$ cat src/rtl/timer_pkg.sv
// Shared definitions for the timer controller: register map, CTRL/STATUS bit
// positions, FSM state encoding and the CTRL register layout.
package timer_pkg;

  localparam logic [1:0] A_RELOAD = 2'd0;
  localparam logic [1:0] A_CTRL   = 2'd1;
  localparam logic [1:0] A_STATUS = 2'd2;
  localparam logic [1:0] A_ACK    = 2'd3;

  localparam int C_EN     = 0;
  localparam int C_AUTO   = 1;
  localparam int C_DIR    = 2;
  localparam int C_IRQ_EN = 3;
  localparam int C_CLR    = 4;

  localparam int ACK_BIT  = 0;

  localparam int S_PEND   = 0;
  localparam int S_STATE  = 1;
  localparam int S_EXP    = 16;

  typedef enum logic [1:0] {
    ST_IDLE  = 2'd0,
    ST_RUN   = 2'd1,
    ST_PAUSE = 2'd2
  } state_e;

  typedef struct packed {
    logic irq_en;
    logic dir;
    logic auto_rl;
    logic en;
  } ctrl_t;

  // Readback image of CTRL; the self-clearing clr bit always reads as zero.
  function automatic logic [31:0] ctrl_to_word(input ctrl_t c);
    logic [31:0] word;
    word           = 32'h0000_0000;
    word[C_EN]     = c.en;
    word[C_AUTO]   = c.auto_rl;
    word[C_DIR]    = c.dir;
    word[C_IRQ_EN] = c.irq_en;
    return word;
  endfunction

endpackage

$ cat src/rtl/timer_if.sv
// CPU-side register bus of the timer controller: write strobe, address,
// write data and combinational read data.
interface timer_if;

  logic        wr_en;
  logic [1:0]  addr;
  logic [31:0] wr_data;
  logic [31:0] rd_data;

  modport master (
    output wr_en,
    output addr,
    output wr_data,
    input  rd_data
  );

  modport slave (
    input  wr_en,
    input  addr,
    input  wr_data,
    output rd_data
  );

endinterface

$ cat src/rtl/timer_regs.sv
// RELOAD and CTRL storage plus the read-data mux. Mode bits (dir/auto) only
// change while the timer is idle so a running count never flips behaviour.
module timer_regs
  import timer_pkg::*;
(
  input  logic        clk,
  input  logic        rst_n,
  input  logic        i_wr_en,
  input  logic [1:0]  i_addr,
  input  logic [31:0] i_wr_data,
  input  state_e      i_state,
  input  logic        i_en_clr,
  input  logic [31:0] i_status,
  output logic [31:0] o_reload,
  output ctrl_t       o_ctrl,
  output logic [31:0] o_rd_data
);

  logic        w_wr_reload;
  logic        w_wr_ctrl;
  logic        w_mode_wr;
  logic        w_clr;
  logic [31:0] r_reload;
  ctrl_t       r_ctrl;

  assign w_wr_reload = i_wr_en & (i_addr == A_RELOAD);
  assign w_wr_ctrl   = i_wr_en & (i_addr == A_CTRL);
  assign w_mode_wr   = w_wr_ctrl & (i_state == ST_IDLE);
  assign w_clr       = w_wr_ctrl & i_wr_data[C_CLR];

  // RELOAD register; a new value only takes effect at the next load
  always_ff @(posedge clk or negedge rst_n) begin
    if (!rst_n) begin
      r_reload <= 32'h0000_0000;
    end else if (w_wr_reload) begin
      r_reload <= i_wr_data;
    end
  end

  // CTRL register; en drops on clr or one-shot expiry, both beating a write
  always_ff @(posedge clk or negedge rst_n) begin
    if (!rst_n) begin
      r_ctrl <= ctrl_t'(4'b0000);
    end else begin
      if (w_wr_ctrl) begin
        r_ctrl.irq_en <= i_wr_data[C_IRQ_EN];
      end
      if (w_mode_wr) begin
        r_ctrl.dir     <= i_wr_data[C_DIR];
        r_ctrl.auto_rl <= i_wr_data[C_AUTO];
      end
      if (i_en_clr || w_clr) begin
        r_ctrl.en <= 1'b0;
      end else if (w_wr_ctrl) begin
        r_ctrl.en <= i_wr_data[C_EN];
      end
    end
  end

  // Combinational read mux
  always_comb begin
    o_rd_data = 32'h0000_0000;
    case (i_addr)
      A_RELOAD: o_rd_data = r_reload;
      A_CTRL:   o_rd_data = ctrl_to_word(r_ctrl);
      A_STATUS: o_rd_data = i_status;
      A_ACK:    o_rd_data = 32'h0000_0000;
      default:  o_rd_data = 32'h0000_0000;
    endcase
  end

  assign o_reload = r_reload;
  assign o_ctrl   = r_ctrl;

endmodule

$ cat src/rtl/timer_ctrl.sv
// Timer controller: sequences the external up/down counter through idle,
// run and pause, qualifies its terminal-count flag and raises a level IRQ.
module timer_ctrl
  import timer_pkg::*;
#(
  parameter int EXP_W = 16
) (
  input  logic        clk,
  input  logic        rst_n,
  timer_if.slave      bus,
  input  logic [31:0] i_cnt,
  input  logic        i_rc,
  output logic        o_load,
  output logic [31:0] o_pdata,
  output logic        o_s,
  output logic        o_irq
);

  localparam logic [EXP_W-1:0] EXP_MAX = {EXP_W{1'b1}};

  state_e             r_state;
  state_e             w_next_state;
  logic               r_load_d;
  logic               r_irq_pend;
  logic [EXP_W-1:0]   r_exp_cnt;
  logic               w_rc_valid;
  logic               w_wr_ctrl;
  logic               w_clr;
  logic               w_en_wr;
  logic               w_ack;
  logic               w_en_clr;
  logic [31:0]        w_reload;
  logic [31:0]        w_status;
  ctrl_t              w_ctrl;

  assign w_wr_ctrl = bus.wr_en & (bus.addr == A_CTRL);
  assign w_clr     = w_wr_ctrl & bus.wr_data[C_CLR];
  assign w_en_wr   = bus.wr_data[C_EN];
  assign w_ack     = bus.wr_en & (bus.addr == A_ACK) & bus.wr_data[ACK_BIT];

  // Rc is not refreshed by the counter on a load cycle, so it is stale for
  // the cycle after any Load and is only meaningful while running.
  assign w_rc_valid = i_rc & ~r_load_d & (r_state == ST_RUN);
  assign w_en_clr   = w_rc_valid & ~w_ctrl.auto_rl;

  timer_regs u_regs (
    .clk       (clk),
    .rst_n     (rst_n),
    .i_wr_en   (bus.wr_en),
    .i_addr    (bus.addr),
    .i_wr_data (bus.wr_data),
    .i_state   (r_state),
    .i_en_clr  (w_en_clr),
    .i_status  (w_status),
    .o_reload  (w_reload),
    .o_ctrl    (w_ctrl),
    .o_rd_data (bus.rd_data)
  );

  // FSM state register
  always_ff @(posedge clk or negedge rst_n) begin
    if (!rst_n) begin
      r_state <= ST_IDLE;
    end else begin
      r_state <= w_next_state;
    end
  end

  // FSM next state; clr dominates, a pause write beats a coincident expiry
  always_comb begin
    w_next_state = r_state;
    if (w_clr) begin
      w_next_state = ST_IDLE;
    end else begin
      case (r_state)
        ST_IDLE: begin
          if (w_wr_ctrl && w_en_wr) begin
            w_next_state = ST_RUN;
          end else begin
            w_next_state = ST_IDLE;
          end
        end
        ST_RUN: begin
          if (w_wr_ctrl && !w_en_wr) begin
            w_next_state = ST_PAUSE;
          end else if (w_rc_valid && !w_ctrl.auto_rl) begin
            w_next_state = ST_IDLE;
          end else begin
            w_next_state = ST_RUN;
          end
        end
        ST_PAUSE: begin
          if (w_wr_ctrl && w_en_wr) begin
            w_next_state = ST_RUN;
          end else begin
            w_next_state = ST_PAUSE;
          end
        end
        default: w_next_state = ST_IDLE;
      endcase
    end
  end

  // FSM outputs: pause freezes the counter by reloading its own value
  always_comb begin
    o_load  = 1'b1;
    o_pdata = w_reload;
    case (r_state)
      ST_IDLE: begin
        o_load  = 1'b1;
        o_pdata = w_reload;
      end
      ST_RUN: begin
        o_load  = w_rc_valid & w_ctrl.auto_rl;
        o_pdata = w_reload;
      end
      ST_PAUSE: begin
        o_load  = 1'b1;
        o_pdata = i_cnt;
      end
      default: begin
        o_load  = 1'b1;
        o_pdata = w_reload;
      end
    endcase
  end

  // Registered copy of Load used to mask the stale Rc
  always_ff @(posedge clk or negedge rst_n) begin
    if (!rst_n) begin
      r_load_d <= 1'b1;
    end else begin
      r_load_d <= o_load;
    end
  end

  // Pending interrupt; a new expiry wins over a same-cycle acknowledge
  always_ff @(posedge clk or negedge rst_n) begin
    if (!rst_n) begin
      r_irq_pend <= 1'b0;
    end else if (w_rc_valid) begin
      r_irq_pend <= 1'b1;
    end else if (w_ack) begin
      r_irq_pend <= 1'b0;
    end
  end

  // Saturating expiry counter
  always_ff @(posedge clk or negedge rst_n) begin
    if (!rst_n) begin
      r_exp_cnt <= {EXP_W{1'b0}};
    end else if (w_clr) begin
      r_exp_cnt <= {EXP_W{1'b0}};
    end else if (w_rc_valid && (r_exp_cnt != EXP_MAX)) begin
      r_exp_cnt <= r_exp_cnt + EXP_W'(1);
    end
  end

  // STATUS image
  always_comb begin
    w_status                 = 32'h0000_0000;
    w_status[S_EXP +: EXP_W] = r_exp_cnt;
    w_status[S_STATE +: 2]   = r_state;
    w_status[S_PEND]         = r_irq_pend;
  end

  assign o_s   = w_ctrl.dir;
  assign o_irq = r_irq_pend & w_ctrl.irq_en;

endmodule

$ cat src/flat_wrapper.sv
// flat-port wrapper written by rule: the top's interface ports become plain ports
module timer_ctrl_flat import timer_pkg::*;
#(
  parameter int EXP_W = 16
)
  (clk, rst_n, i_cnt, i_rc, o_load, o_pdata, o_s, o_irq, bus_wr_en, bus_addr, bus_wr_data, bus_rd_data);
  timer_if bus_i ();
  input  logic clk;
  input  logic rst_n;
  input  logic [31:0] i_cnt;
  input  logic i_rc;
  output logic o_load;
  output logic [31:0] o_pdata;
  output logic o_s;
  output logic o_irq;
  input wire logic [$bits(bus_i.wr_en)-1:0] bus_wr_en;
  input wire logic [$bits(bus_i.addr)-1:0] bus_addr;
  input wire logic [$bits(bus_i.wr_data)-1:0] bus_wr_data;
  output wire logic [$bits(bus_i.rd_data)-1:0] bus_rd_data;
  assign bus_i.wr_en = bus_wr_en;
  assign bus_i.addr = bus_addr;
  assign bus_i.wr_data = bus_wr_data;
  assign bus_rd_data = bus_i.rd_data;
  timer_ctrl #(.EXP_W(EXP_W)) u_core (.clk(clk), .rst_n(rst_n), .bus(bus_i), .i_cnt(i_cnt), .i_rc(i_rc), .o_load(o_load), .o_pdata(o_pdata), .o_s(o_s), .o_irq(o_irq));
endmodule
$ cat config.mk
export PLATFORM = sky130hd
export DESIGN_NAME = timer_ctrl_flat
export DESIGN_NICKNAME = d
export VERILOG_FILES = /design/src/rtl/timer_pkg.sv /design/src/rtl/timer_if.sv /design/src/rtl/timer_regs.sv /design/src/rtl/timer_ctrl.sv /design/src/flat_wrapper.sv
export SDC_FILE = /design/constraint.sdc
export NUM_CORES = 1
export LEC_CHECK = 0
export BUFFER_PORTS_ARGS = -buffer_cell sky130_fd_sc_hd__buf_4
export CAP_MARGIN = 0
export CORE_ASPECT_RATIO = 0.8
export CORE_MARGIN = 2
export CORE_UTILIZATION = 48
export CTS_BUF_LIST = sky130_fd_sc_hd__clkbuf_16
export CTS_CLUSTER_SIZE = 24
export DETAILED_ROUTE_END_ITERATION = 6
export HOLD_SLACK_MARGIN = 0.15
export PLACE_DENSITY = 0.8
export SLEW_MARGIN = 10
export SYNTH_ARGS = -nofsm -noshare
export SYNTH_HDL_FRONTEND = slang
export SYNTH_SLANG_ARGS = --single-unit
$ cat constraint.sdc
create_clock -name clk -period 2.7 [get_ports clk]
set_clock_uncertainty 0.05 [all_clocks]
set_input_delay 0.27 -clock clk [delete_from_list [all_inputs] [get_ports clk]]
set_output_delay 0.27 -clock clk [all_outputs]
set_load 0.05 [all_outputs]
==> metrics <==
Layout area overhead 37.5%; Post-DP HPWL 6.67 mm; clock-pin slew on the worst setup and hold paths 0.07 ns; post_cts resized 0; vias per inst between 5 and 6; routed wire length 8.78 mm; core box area 0.00647 mm^2; mean post-synth cell area 10.9 um^2; first-pass GRT wire length 14.2 mm; Slew Viols, Final 0; worst slack, placed 0.681 ns; Placed Cells incl. Taps 508; ys flop type dfrtp_1; total power 2.95 mW; max capacitance violation total 0; setup bufs post-CTS 0; cell repeated most along the worst path buf_4; grt total ovfl 0; netlist area before placement 0.00327 mm^2; routed len/inst about 17 um; Rel. slew slack 48.2%; Cells after Synth 301; CTS H-tree depth 2; Sum Neg Setup Slack 0 ns; clock buffer depth 2; die width just under 100 um; busiest grt layer met2; Pleak 2.17 nW; Reg area 0.00140 mm^2; Die Height between 70 and 80 um; largest stage delay on the critical path 0.46 ns; share of layout cells above drive strength 1 about 50%; Synth Area in Simple Gates 17.1%; Via Count between 2k and 3k; Critical Path AT 1.97 ns; largest family of logic cells by synthesized area multiplexers; vias in the first global route 2,855; Synth Register Bits 56; CTS root buffer clkbuf_16; Setup-failing EPs final 0; Slew @ Worst Pin 0.775 ns; routing usage on met2 between 30% and 40%; 1st-iter DRT viols 178; WP data required about 2.4 ns; Routed Antenna Nets 0; largest net degree at the start of global routing 57; Crit. End Element output pin; nets 503; most frequent cells in the layout 141 x buf_4, 67 x mux2_2, 55 x dfrtp_1; Post-Synth XOR/XNOR Area 0%; IO buf count about 140; Hold Buf Count CTS 1; GP Congestion between 0.8 and 0.9; PwrDens between 600 and 700 mW/mm^2; num rows 26; # DRC 0; CTS Buf Count 5; Mapped Nets 372; worst-skew pair later-pin latency a little under 0.3 ns; adder-cell area share of the yosys netlist less than 1%; multiplexer area fraction after synthesis 31.6%; length of the first detailed-routing pass in iterations 6; GRT Total Usage roughly 24%; Distinct cells, synth 44; Final min period ~2.3 ns; Startpoint Class flop; Peak Freq 438 MHz; Die ar. 0.00749 mm^2; GR Util met3 around 5%; antenna violations before repair 0; EDFF count, synth 0; commonest non-fill, non-tap cell in the layout buf_4; Hold Slack roughly 0.16 ns; Critical-path top delay cell dfrtp_1; fin crit share 84.6%; status complete, no violations; Compound-Gate Fraction of Synth Area 5.09%; n_diodes 0; worst path cell trace and2b_2 -> buf_4 -> mux2_2 -> buf_4; RSZ-0062 raised after global routing no; Initial Util 50.5%; CTS tree done; grt met1 use 34.4%; # clock sinks between 50 and 60; Finished Layout Cells between 500 and 600; Peak VDD IR roughly 0.00036 V; sequential element share of the synthesized area a little over two fifths; Crit Path Class reg -> out; Hold WC Path Type in -> reg; IO Count 137; fillcell total 519; Async S/R FF share, synth 100%; crit-path max FO 33; final worst slack 0.415 ns; YS warnings 0; area of the multi-input gates 0.00177 mm^2; Final Hold Viols 0
-- state kept, by name, summed over array words and instances, names as in the netlist --
name	flops
u_core.r_exp_cnt	16
u_core.r_irq_pend	1
u_core.r_state	2
u_core.u_regs.o_reload	32
u_core.u_regs.o_ctrl	4
u_core.r_load_d	1
-- worst max-delay path: cells and delay by family, from the launching register on --
family                 cells  cell delay [ns]
buffers and inverters      2             0.55
DFF                        1             0.46
muxes                      1             0.39
and+or+nand+nor            1             0.24
-- per-layer routing --
metal  vias up  wire (um)
li1       1356          -
met1      1407       3910
met2       120       4210
met3        11        566
met4         0         97
met5         -          0
-- Yosys cell counts, types with 2 or more instances --
master	instances	area [um^2]
nand3b_1	4	30.0
and3_1	3	18.8
nor4_1	3	18.8
a31oi_1	2	12.5
inv_1	3	11.3
mux2i_1	28	280
or3_1	2	12.5
nand4_1	6	37.5
nand4b_1	2	17.5
or3_2	2	15.0
nor2b_1	2	12.5
a21oi_1	7	35.0
a211oi_1	2	15.0
nor2_1	26	97.6
nand2_1	16	60.1
clkbuf_1	10	37.5
nand2b_1	5	31.3
o21ai_0	9	45.0
dfrtp_1	55	1380
nand3_1	4	20.0
nor3_1	3	15.0
mux2_2	67	754
buf_2	3	15.0
buf_1	3	11.3
or4_1	2	15.0
and2_1	14	87.6
-- cells by family after synthesis --
group	Yosys count
fa+ha+maj	1
buf+inv	21
mux	95
simple gates	101
flops	56
compound gates	27
-- cell type report --
class                           instances  area share, %
Multi-Input combinational cell        224           39.4
Sequential cell                        56           31.2
Timing Repair Buffer                  142           23.8
Clock buffer                            5           2.78
Tap cell                               84           2.34
Clock inverter                          3          0.250
Inverter                                3          0.250
-- where the power goes --
group / switching, mW / internal [mW]
registers: 0.118 / 0.970
clock network: 0.275 / 0.335
logic: 0.782 / 0.476
-- through the flow --
step                instance area (um^2)  utilization, %
floorplan                           3270               -
global placement                    4350            67.2
detailed placement                  4350            67.2
CTS                                 4500            69.5
global route                        4500            69.5
finish                              4500            69.5
-- worst paths after layout --
| kind | depth (start not counted) | from | end | slack [ns] |
|---|---|---|---|---|
| setup / recovery | 4 | u_core.r_state[0] | o_pdata[28] | 0.41 |
| max in group asynchronous | 2 | rst_n | u_core.r_exp_cnt[0] | 1.61 |
| min in group asynchronous | 2 | rst_n | u_core.u_regs.o_reload[1] | 0.53 |
| setup reg to reg | 4 | u_core.r_exp_cnt[8] | u_core.r_exp_cnt[2] | 0.56 |
| hold / removal | 2 | bus_wr_data[17] | u_core.u_regs.o_reload[17] | 0.16 |
| hold reg to reg | 2 | u_core.r_irq_pend | u_core.r_irq_pend | 0.45 |
Power figures use the tool's default switching activity.
